## src/rtl/ps2_scan_port.sv

```systemverilog
// PS/2 keyboard receiver with a scan-code FIFO exposed as a single 32-bit CPU port word.
// Frames are sampled on synchronized ps2_clk falling edges; valid codes are queued in arrival order.
module ps2_scan_port #(
  parameter int FIFO_DEPTH = 8,
  parameter int TIMEOUT    = 10000
) (
  input  logic        clk,
  input  logic        clrn,
  input  logic        ps2_clk,
  input  logic        ps2_data,
  input  logic        io_rd,
  output logic [31:0] rdata,
  output logic        overflow,
  output logic        frame_err
);

  localparam int AW = $clog2(FIFO_DEPTH);
  localparam int TW = $clog2(TIMEOUT + 1);
  localparam logic [AW:0] PTR_ONE = (AW + 1)'(1);

  typedef enum logic {
    IDLE,
    SHIFT
  } state_e;

  logic [2:0]    clk_sync_q;
  logic [1:0]    data_sync_q;
  state_e        state_q;
  logic [3:0]    bit_cnt_q;
  logic [TW-1:0] tmo_q;
  logic [7:0]    shift_q;
  logic          parity_q;
  logic          push_q;
  logic [7:0]    push_data_q;
  logic          frame_err_q;
  logic          overflow_q;
  logic [AW:0]   wr_ptr_q;
  logic [AW:0]   rd_ptr_q;
  logic [7:0]    mem [FIFO_DEPTH];

  logic ps2_fall;
  logic ps2_bit;
  logic fifo_empty;
  logic fifo_full;
  logic pop;
  logic push_ok;

  assign ps2_fall = clk_sync_q[2] & ~clk_sync_q[1];
  assign ps2_bit  = data_sync_q[1];

  // Idle PS/2 lines are high, so the synchronizers reset to 1 to avoid a false edge on release.
  always_ff @(posedge clk or negedge clrn) begin
    if (!clrn) begin
      clk_sync_q  <= '1;
      data_sync_q <= '1;
    end else begin
      // NOTE: sequential state uses non-blocking assignments so every flop samples pre-edge values.
      clk_sync_q  <= {clk_sync_q[1:0], ps2_clk};
      data_sync_q <= {data_sync_q[0], ps2_data};
    end
  end

  always_ff @(posedge clk or negedge clrn) begin
    if (!clrn) begin
      state_q     <= IDLE;
      bit_cnt_q   <= '0;
      tmo_q       <= '0;
      shift_q     <= '0;
      parity_q    <= 1'b0;
      push_q      <= 1'b0;
      push_data_q <= '0;
      frame_err_q <= 1'b0;
    end else begin
      push_q      <= 1'b0;
      frame_err_q <= 1'b0;
      case (state_q)
        IDLE: begin
          tmo_q     <= '0;
          bit_cnt_q <= '0;
          if (ps2_fall && !ps2_bit) begin
            state_q   <= SHIFT;
            bit_cnt_q <= 4'd1;
          end
        end
        SHIFT: begin
          if (ps2_fall) begin
            tmo_q     <= '0;
            bit_cnt_q <= bit_cnt_q + 4'd1;
            if (bit_cnt_q <= 4'd8) begin
              shift_q <= {ps2_bit, shift_q[7:1]};
            end else if (bit_cnt_q == 4'd9) begin
              parity_q <= ps2_bit;
            end else begin
              // Stop bit: odd parity over data+parity and a high stop bit make a good frame.
              state_q   <= IDLE;
              bit_cnt_q <= '0;
              if ((^shift_q ^ parity_q) && ps2_bit) begin
                push_q      <= 1'b1;
                push_data_q <= shift_q;
              end else begin
                frame_err_q <= 1'b1;
              end
            end
          end else if (tmo_q == TW'(TIMEOUT - 1)) begin
            frame_err_q <= 1'b1;
            state_q     <= IDLE;
            bit_cnt_q   <= '0;
            tmo_q       <= '0;
          end else begin
            tmo_q <= tmo_q + TW'(1);
          end
        end
        default: state_q <= IDLE;
      endcase
    end
  end

  // Pointers carry one extra wrap bit so full and empty are distinguishable.
  assign fifo_empty = (wr_ptr_q == rd_ptr_q);
  assign fifo_full  = (wr_ptr_q[AW] != rd_ptr_q[AW]) &&
                      (wr_ptr_q[AW-1:0] == rd_ptr_q[AW-1:0]);
  assign pop        = io_rd & ~fifo_empty;
  assign push_ok    = push_q & (~fifo_full | pop);

  // NOTE: storage has no reset; clearing the pointers is what empties the FIFO.
  always_ff @(posedge clk) begin
    if (push_ok) begin
      mem[wr_ptr_q[AW-1:0]] <= push_data_q;
    end
  end

  always_ff @(posedge clk or negedge clrn) begin
    if (!clrn) begin
      wr_ptr_q   <= '0;
      rd_ptr_q   <= '0;
      overflow_q <= 1'b0;
    end else begin
      if (push_ok) begin
        wr_ptr_q <= wr_ptr_q + PTR_ONE;
      end
      if (pop) begin
        rd_ptr_q <= rd_ptr_q + PTR_ONE;
      end
      if (push_q && fifo_full && !pop) begin
        overflow_q <= 1'b1;
      end
    end
  end

  assign rdata     = fifo_empty ? 32'd0 : {1'b1, 23'd0, mem[rd_ptr_q[AW-1:0]]};
  assign overflow  = overflow_q;
  assign frame_err = frame_err_q;

endmodule

```

## config.mk

```make
export PLATFORM = sky130hd
export DESIGN_NAME = ps2_scan_port
export DESIGN_NICKNAME = d
export VERILOG_FILES = /design/src/rtl/ps2_scan_port.sv
export SDC_FILE = /design/constraint.sdc
export NUM_CORES = 1
export LEC_CHECK = 0
export ABC_AREA = 1
export CAP_MARGIN = 20
export CORE_MARGIN = 2
export CORE_UTILIZATION = 35
export DETAILED_ROUTE_END_ITERATION = 8
export HOLD_SLACK_MARGIN = 0.06
export PLACE_DENSITY = 0.54
export SETUP_SLACK_MARGIN = 0.2
export SYNTH_ARGS = -nofsm -noshare
export SYNTH_HDL_FRONTEND = slang
export SYNTH_SLANG_ARGS = --single-unit
```

## constraint.sdc

```tcl
create_clock -name clk -period 2.2 [get_ports clk]
set_input_delay 0.44 -clock clk [delete_from_list [all_inputs] [get_ports clk]]
set_output_delay 0.44 -clock clk [all_outputs]
set_load 0.02 [all_outputs]
```

==> results of run 1 <==
==> registers in the layout, summed over array words and instances (netlist names) <==
signal and flops:
mem 64, tmo_q 14, push_data_q 8, shift_q 8, bit_cnt_q 4, rd_ptr_q 4
wr_ptr_q 4, clk_sync_q 3, data_sync_q 2, frame_err 1, overflow 1, parity_q 1
push_q 1, state_q 1
==> area by class of cell <==
| class | count | area share [%] |
|---|---|---|
| clock inverter | 11 | 2.39 |
| timing repair buffer | 54 | 8.66 |
| multi-input combinational | 333 | 27.9 |
| tap | 184 | 3.46 |
| sequential | 116 | 48.6 |
| clock buffer | 21 | 6.62 |
| inverter | 40 | 2.41 |
==> power breakdown <==
group | total, mW | switching (mW) | leakage [nW] | internal (mW)
Sequential | 2.54 | 0.137 | 1.29 | 2.41
Clock | 2.80 | 0.917 | 0.290 | 1.88
Combinational | 2.74 | 1.53 | 1.23 | 1.20
==> cells in the final DEF (no fill, tap or decap), types with 10 or more instances in the layout <==
cell type,n
dfrtp_1,46
buf_6,14
nor2_1,77
o32ai_1,10
buf_4,25
nand2_1,84
edfxtp_1,64
conb_1,23
nand3_1,21
clkbuf_16,17
inv_1,36
o21ai_0,35
==> kinds of logic (layout without fill, tap and decap cells) <==
logic type	Yosys count	after routing	synth area share (%)
AO/OA/AOI/OAI	71	71	8.13
XOR/XNOR	11	11	1.85
adder cells (fa/ha/maj)	6	6	1.44
buffers and inverters	78	126	7.58
flip-flops	116	116	61.9
multiplexers	1	1	0.216
other	1	23	0.0719
AND/OR/NAND/NOR	221	221	18.8
==> per-stage QoR <==
stage / utilization, % / instances / instance area [µm²] / setup WS (ns) / hold WS (ns)
after global routing: 45.7 / 759 / 6650 / -0.218 / 0.363
after floorplan: - / 527 / 5310 / 0.305 / 0.144
final: 45.7 / 759 / 6650 / -0.115 / 0.359
after global placement: 39.1 / 716 / 5680 / -0.0826 / 0.346
after CTS: 44.8 / 757 / 6510 / -0.102 / 0.360
after detailed placement: 39.1 / 716 / 5680 / -0.151 / 0.352
==> worst max-delay path, stage by stage (launching register included) <==
cell and delay [ns]:
dfrtp_2 0.45, buf_6 0.13, xnor2_2 0.12, nand2_1 0.09, nor2_2 0.16, nand2_2 0.09, buf_6 0.15, o21ai_0 0.07
nor2_1 0.06, buf_4 0.15
==> per-layer routing <==
layer	up-vias	global-route usage, %	share of wire (%)
met5	-	0	0
met4	0	6.08	1.6
met3	19	4.42	4.4
met2	70	23.9	50
met1	1680	18.2	44
li1	1777	-	-
==> worst max path at each step <==
stage               cells after the start  slack [ns]        to
floorplan                               8        0.30  rdata[1]
global placement                        7       -0.08  rdata[3]
detailed placement                      7       -0.15  rdata[3]
CTS                                     8       -0.10  rdata[7]
global route                            9       -0.22  rdata[6]
finish                                  9       -0.11  rdata[7]
==> timing repair <==
action / in CTS / in global routing
endpoints found under the hold margin: 47 / 0
setup endpoints to repair: 9 / 57
resized for setup: 83 / 31
hold buffers: 1 / 0
setup buffers: 6 / 2
pin swaps: 5 / 4
gates cloned: 2 / 0
==> flow_summary.yaml, run 1 <==
logic_synthesis:
  synthesis.area_um2: 5220
  synthArstFlopShare_pct: 44.8
  synth_top_area_share_pct: 36.8
  yosysWarnings: 0
  yosys-top-cells-area: "edfxtp_1 (37%), dfrtp_1 (23%), nand2_1 (6.3%)"
  yosysMostFrequentCell: "nand2_1"
  synthTopCellsByCount: "nand2_1 (87), nor2_1 (81), edfxtp_1 (64)"
  synth_ff_type: "edfxtp_1"
  synth.avg_cell_area_um2: 10.3
  ys_types: 32
  synth_edf_count: 64
  syn_inst: 505
  synth.largest_area_cell: "edfxtp_1"
  ys_ff_latch: 116
  seq_area_frac_synth_pct: 61.9
min_path:
  whs_path_depth: 0
  hold_class: "flip-flop to flip-flop"
  hp-start: "clk_sync_q[0]$_DFF_PN1_"
  whs_endpoint: "clk_sync_q[1]$_DFF_PN1_"
global_route:
  grt_util_all_layers_pct: 14.7
  grt_pass1_vias: 3580
  grt_pass1_wl_um: 18200
  grt_antenna_before_repair: 0
  grt_start_max_net_pins: 53
  grt-ovfl-total: 0
floorplan:
  pin_count: 39
  fp.dieArea_um2: 15900
  core_area_um2: 14500
  rows: 44
  die_h_um: 126
  start_util_pct: 35.9
  fp.dieW_um: 126
worst_setup_path:
  path_class: "flip-flop to output port"
  cp-startpoint: "rd_ptr_q[0]$_DFFE_PN0P_"
  path_max_fanout: 7
  required_ns: 1.76
  r2r_start: "rd_ptr_q[0]$_DFFE_PN0P_"
  end_kind: "output port"
  start_kind: "flip-flop"
  r2r_slack_ns: 0.10
  critPathArrivalTime_ns: 1.87
  r2r_cells: 13
  r2r_end: "mem[6][2]$_DFFE_PP_"
final_layout:
  seq_area_um2: 3230
  multi_input_area_um2: 1850
  antenna_cells: 0
  area_growth_pct: 27.4
  fin_nets: 573
  num-fill-cells: 1349
  drive_gt1_share_pct: 22.1
sta:
  setup_slack_ns: -0.115
  hold_viol: 0
  finClkSkew_ns: 0.0107
  timing.final.crit_share_pct: 105
  max_freq_mhz: 432
  tns_ns: -0.714
  drv_slew: 0
  setup_viol: 9
  fin_crit_ns: 2.31
  rsz0062_at_grt: "true"
drt:
  drt_wl_total_um: 10800
  drtIter0Drc: 183
  drcViolationCount: 0
  ant_nets: 0
  num_vias: 3546
  avgViaCountPerCell: 4.67
  drtPass1Iterations: 4
  wl_per_cell_um: 14.2
power_and_ir_drop:
  peakVddDrop_uv: 668
  p_leak_nw: 2.81
  power_mw: 8.08
  power.density_nw_per_um2: 1210
flow_run:
  maxCapViolCount: 0
status:
  outcome: "finished, violations left"
  violations: "negative setup slack"
clocking:
  clock-sinks: 116
  cts-root-buf: "clkbuf_16"
  clkLatencyLatePin_ns: 0.41
  htreeDepth: 4
  cts_buffers: 17
  cts_buffer_depth: 2
  path_clk_slew_ns: 0.05
  cts_tree: "yes"
placement:
  numPortBuffers: 15
  gp_congestion: 0.810
  place_hpwl_um: 6980
Note: power is estimated with default switching activity, not from simulation.
==> inputs of run 2 (changes only) <==
- CORE_UTILIZATION: 35 -> 30
- PLACE_DENSITY: 0.54 -> 0.48
- SLEW_MARGIN: not set -> 10
==> run 2 against run 1 <==
  * The flow still finishes with violations (negative setup slack)
  * Largest power group unchanged
  * Worst hold slack worse by 0.0048 ns
  * Combinational power is 7% lower
  * Largest cell class unchanged
  * Critical path depth is 2 lower
  * Highest routed layer unchanged
  * Sequential share of layout area is 0.34 points lower
  * Critical endpoint is now rdata[1]
  * Power is 2.1% higher
==> flow_summary.yaml, run 2 (synthesis results as in run 1) <==
status:
  outcome: "finished, violations left"
  violations: "negative setup slack"
sta:
  timing.final.crit_share_pct: 102
  finClkSkew_ns: 0.0102
  drv_slew: 0
  setup_slack_ns: -0.0500
  hold_viol: 0
  max_freq_mhz: 444
  hold_ws_ns: 0.354
  fin_crit_ns: 2.25
  rsz0062_at_grt: "true"
  setup_viol: 6
floorplan:
  start_util_pct: 30.4
  die_h_um: 136
  fp.dieArea_um2: 18500
  pin_count: 39
  fp.dieW_um: 136
  rows: 48
  core_area_um2: 17200
worst_setup_path:
  critPathArrivalTime_ns: 1.81
  start_kind: "flip-flop"
  critPathMostFrequentCell: "nor2_1"
  end_kind: "output port"
  required_ns: 1.76
  critical_path.slowest_cell: "dfrtp_2"
  slowest_delay_ns: 0.47
  path_class: "flip-flop to output port"
  path_max_fanout: 6
  crit_chain: "inv_4 > buf_12 > nor2_1 > o32ai_1 > o21ai_1 > nor2_1 > buf_4"
min_path:
  hold_class: "flip-flop to flip-flop"
global_route:
  grt_antenna_before_repair: 0
  grt-ovfl-total: 0
  grt_util_all_layers_pct: 12.6
  grt_pass1_vias: 3503
  grt_start_max_net_pins: 23
  grt_pass1_wl_um: 17700
placement:
  placed_cells: 764
  placed_area_um2: 5760
  pre_cts_ws_ns: -0.162
  gp_congestion: 0.805
  place_hpwl_um: 7360
  numPortBuffers: 15
clocking:
  path_clk_slew_ns: 0.05
  cts_buffer_depth: 2
  htreeDepth: 4
  cts_buffers: 17
  clkLatencyLatePin_ns: 0.41
  cts-root-buf: "clkbuf_16"
  clock-sinks: 116
  cts_tree: "yes"
final_layout:
  area_growth_pct: 28.3
  antenna_cells: 0
  stdcell_area_um2: 6700
  seq_area_um2: 3230
  num-fill-cells: 1696
  fin_util_pct: 39.0
  fin_nets: 577
  most-common-layout-cells: "nand2_1 (83), nor2_1 (79), edfxtp_1 (64), dfrtp_1 (46), buf_4 (38)"
  largest_register_ffs: 64
  final_common_cell: "nand2_1"
  multi_input_area_um2: 1820
  drive_gt1_share_pct: 23.0
  fin_cells: 804
power_and_ir_drop:
  p_leak_nw: 2.81
  peakVddDrop_uv: 597
  power.density_nw_per_um2: 1230
drt:
  drtPass1Iterations: 4
  drtIter0Drc: 202
  num_vias: 3562
  ant_nets: 0
  avgViaCountPerCell: 4.43
  drcViolationCount: 0
  drt_wl_total_um: 10800
  wl_per_cell_um: 13.4
flow_run:
  maxCapViolCount: 0
[run 2: cell count changes in the layout (fill, tap and decap cells not counted), moves of 3 or more]
cell and delta:
buf_12 -3, buf_4 +13, buf_6 -4, clkbuf_1 -3
clkinv_2 -3, clkinv_4 +5, o21ai_1 +6, o21ai_2 -5
[run 2: worst paths after layout]
| path | from | to | slack (ns) | depth (start not counted) |
|---|---|---|---|---|
| min in group asynchronous | clrn | tmo_q[6]$_DFF_PN0_ | 0.49 | 2 |
| hold / removal | data_sync_q[0]$_DFF_PN1_ | data_sync_q[1]$_DFF_PN1_ | 0.35 | 0 |
| hold reg to reg | data_sync_q[0]$_DFF_PN1_ | data_sync_q[1]$_DFF_PN1_ | 0.35 | 0 |
| max in group asynchronous | clrn | rd_ptr_q[0]$_DFFE_PN0P_ | 1.06 | 3 |
| setup / recovery | rd_ptr_q[0]$_DFFE_PN0P_ | rdata[1] | -0.05 | 7 |
| setup reg to reg | rd_ptr_q[0]$_DFFE_PN0P_ | mem[3][6]$_DFFE_PP_ | 0.27 | 10 |
[run 2: final cells by class]
class	instances	area share, %
Tap cell	225	4.20
Timing Repair Buffer	58	7.96
Inverter	40	2.28
Multi-Input combinational cell	333	27.2
Sequential cell	116	48.2
Clock buffer	18	6.41
Clock inverter	14	3.74
[run 2: routing by layer]
layer	vias to the layer above	routed length, µm	track usage [%]
li1	1781	-	-
met2	65	5460	21.0
met5	-	0	0
met1	1700	4810	15.4
met3	16	345	3.88
met4	0	174	4.86
[run 2: stage by stage]
| step | TNS, ns | power (mW) |
|---|---|---|
| CTS | -0.480 | 8.03 |
| detailed placement | -1.06 | 4.82 |
| global route | -1.06 | 8.73 |
| floorplan | 0 | 4.07 |
| finish | -0.192 | 8.25 |
| global placement | -1.32 | 4.80 |
[run 2: what timing repair did]
item	4_1_cts	5_1_grt
pin swaps	0	5
gates cloned	1	2
endpoints found under the setup margin	9	65
setup buffers	3	1
hold buffers	1	0
gates resized for setup	63	32
hold endpoints to repair	13	0
[run 2: power by group]
group	internal [mW]	switching, mW
logic	1.10	1.45
registers	2.41	0.154
clock network	2.14	0.998
[run 2: critical path: cells and delay by family (launching register included)]
| family | cells | cell delay (ns) |
|---|---|---|
| compound gates | 2 | 0.33 |
| buf+inv | 3 | 0.43 |
| simple gates | 2 | 0.18 |
| flops | 1 | 0.47 |
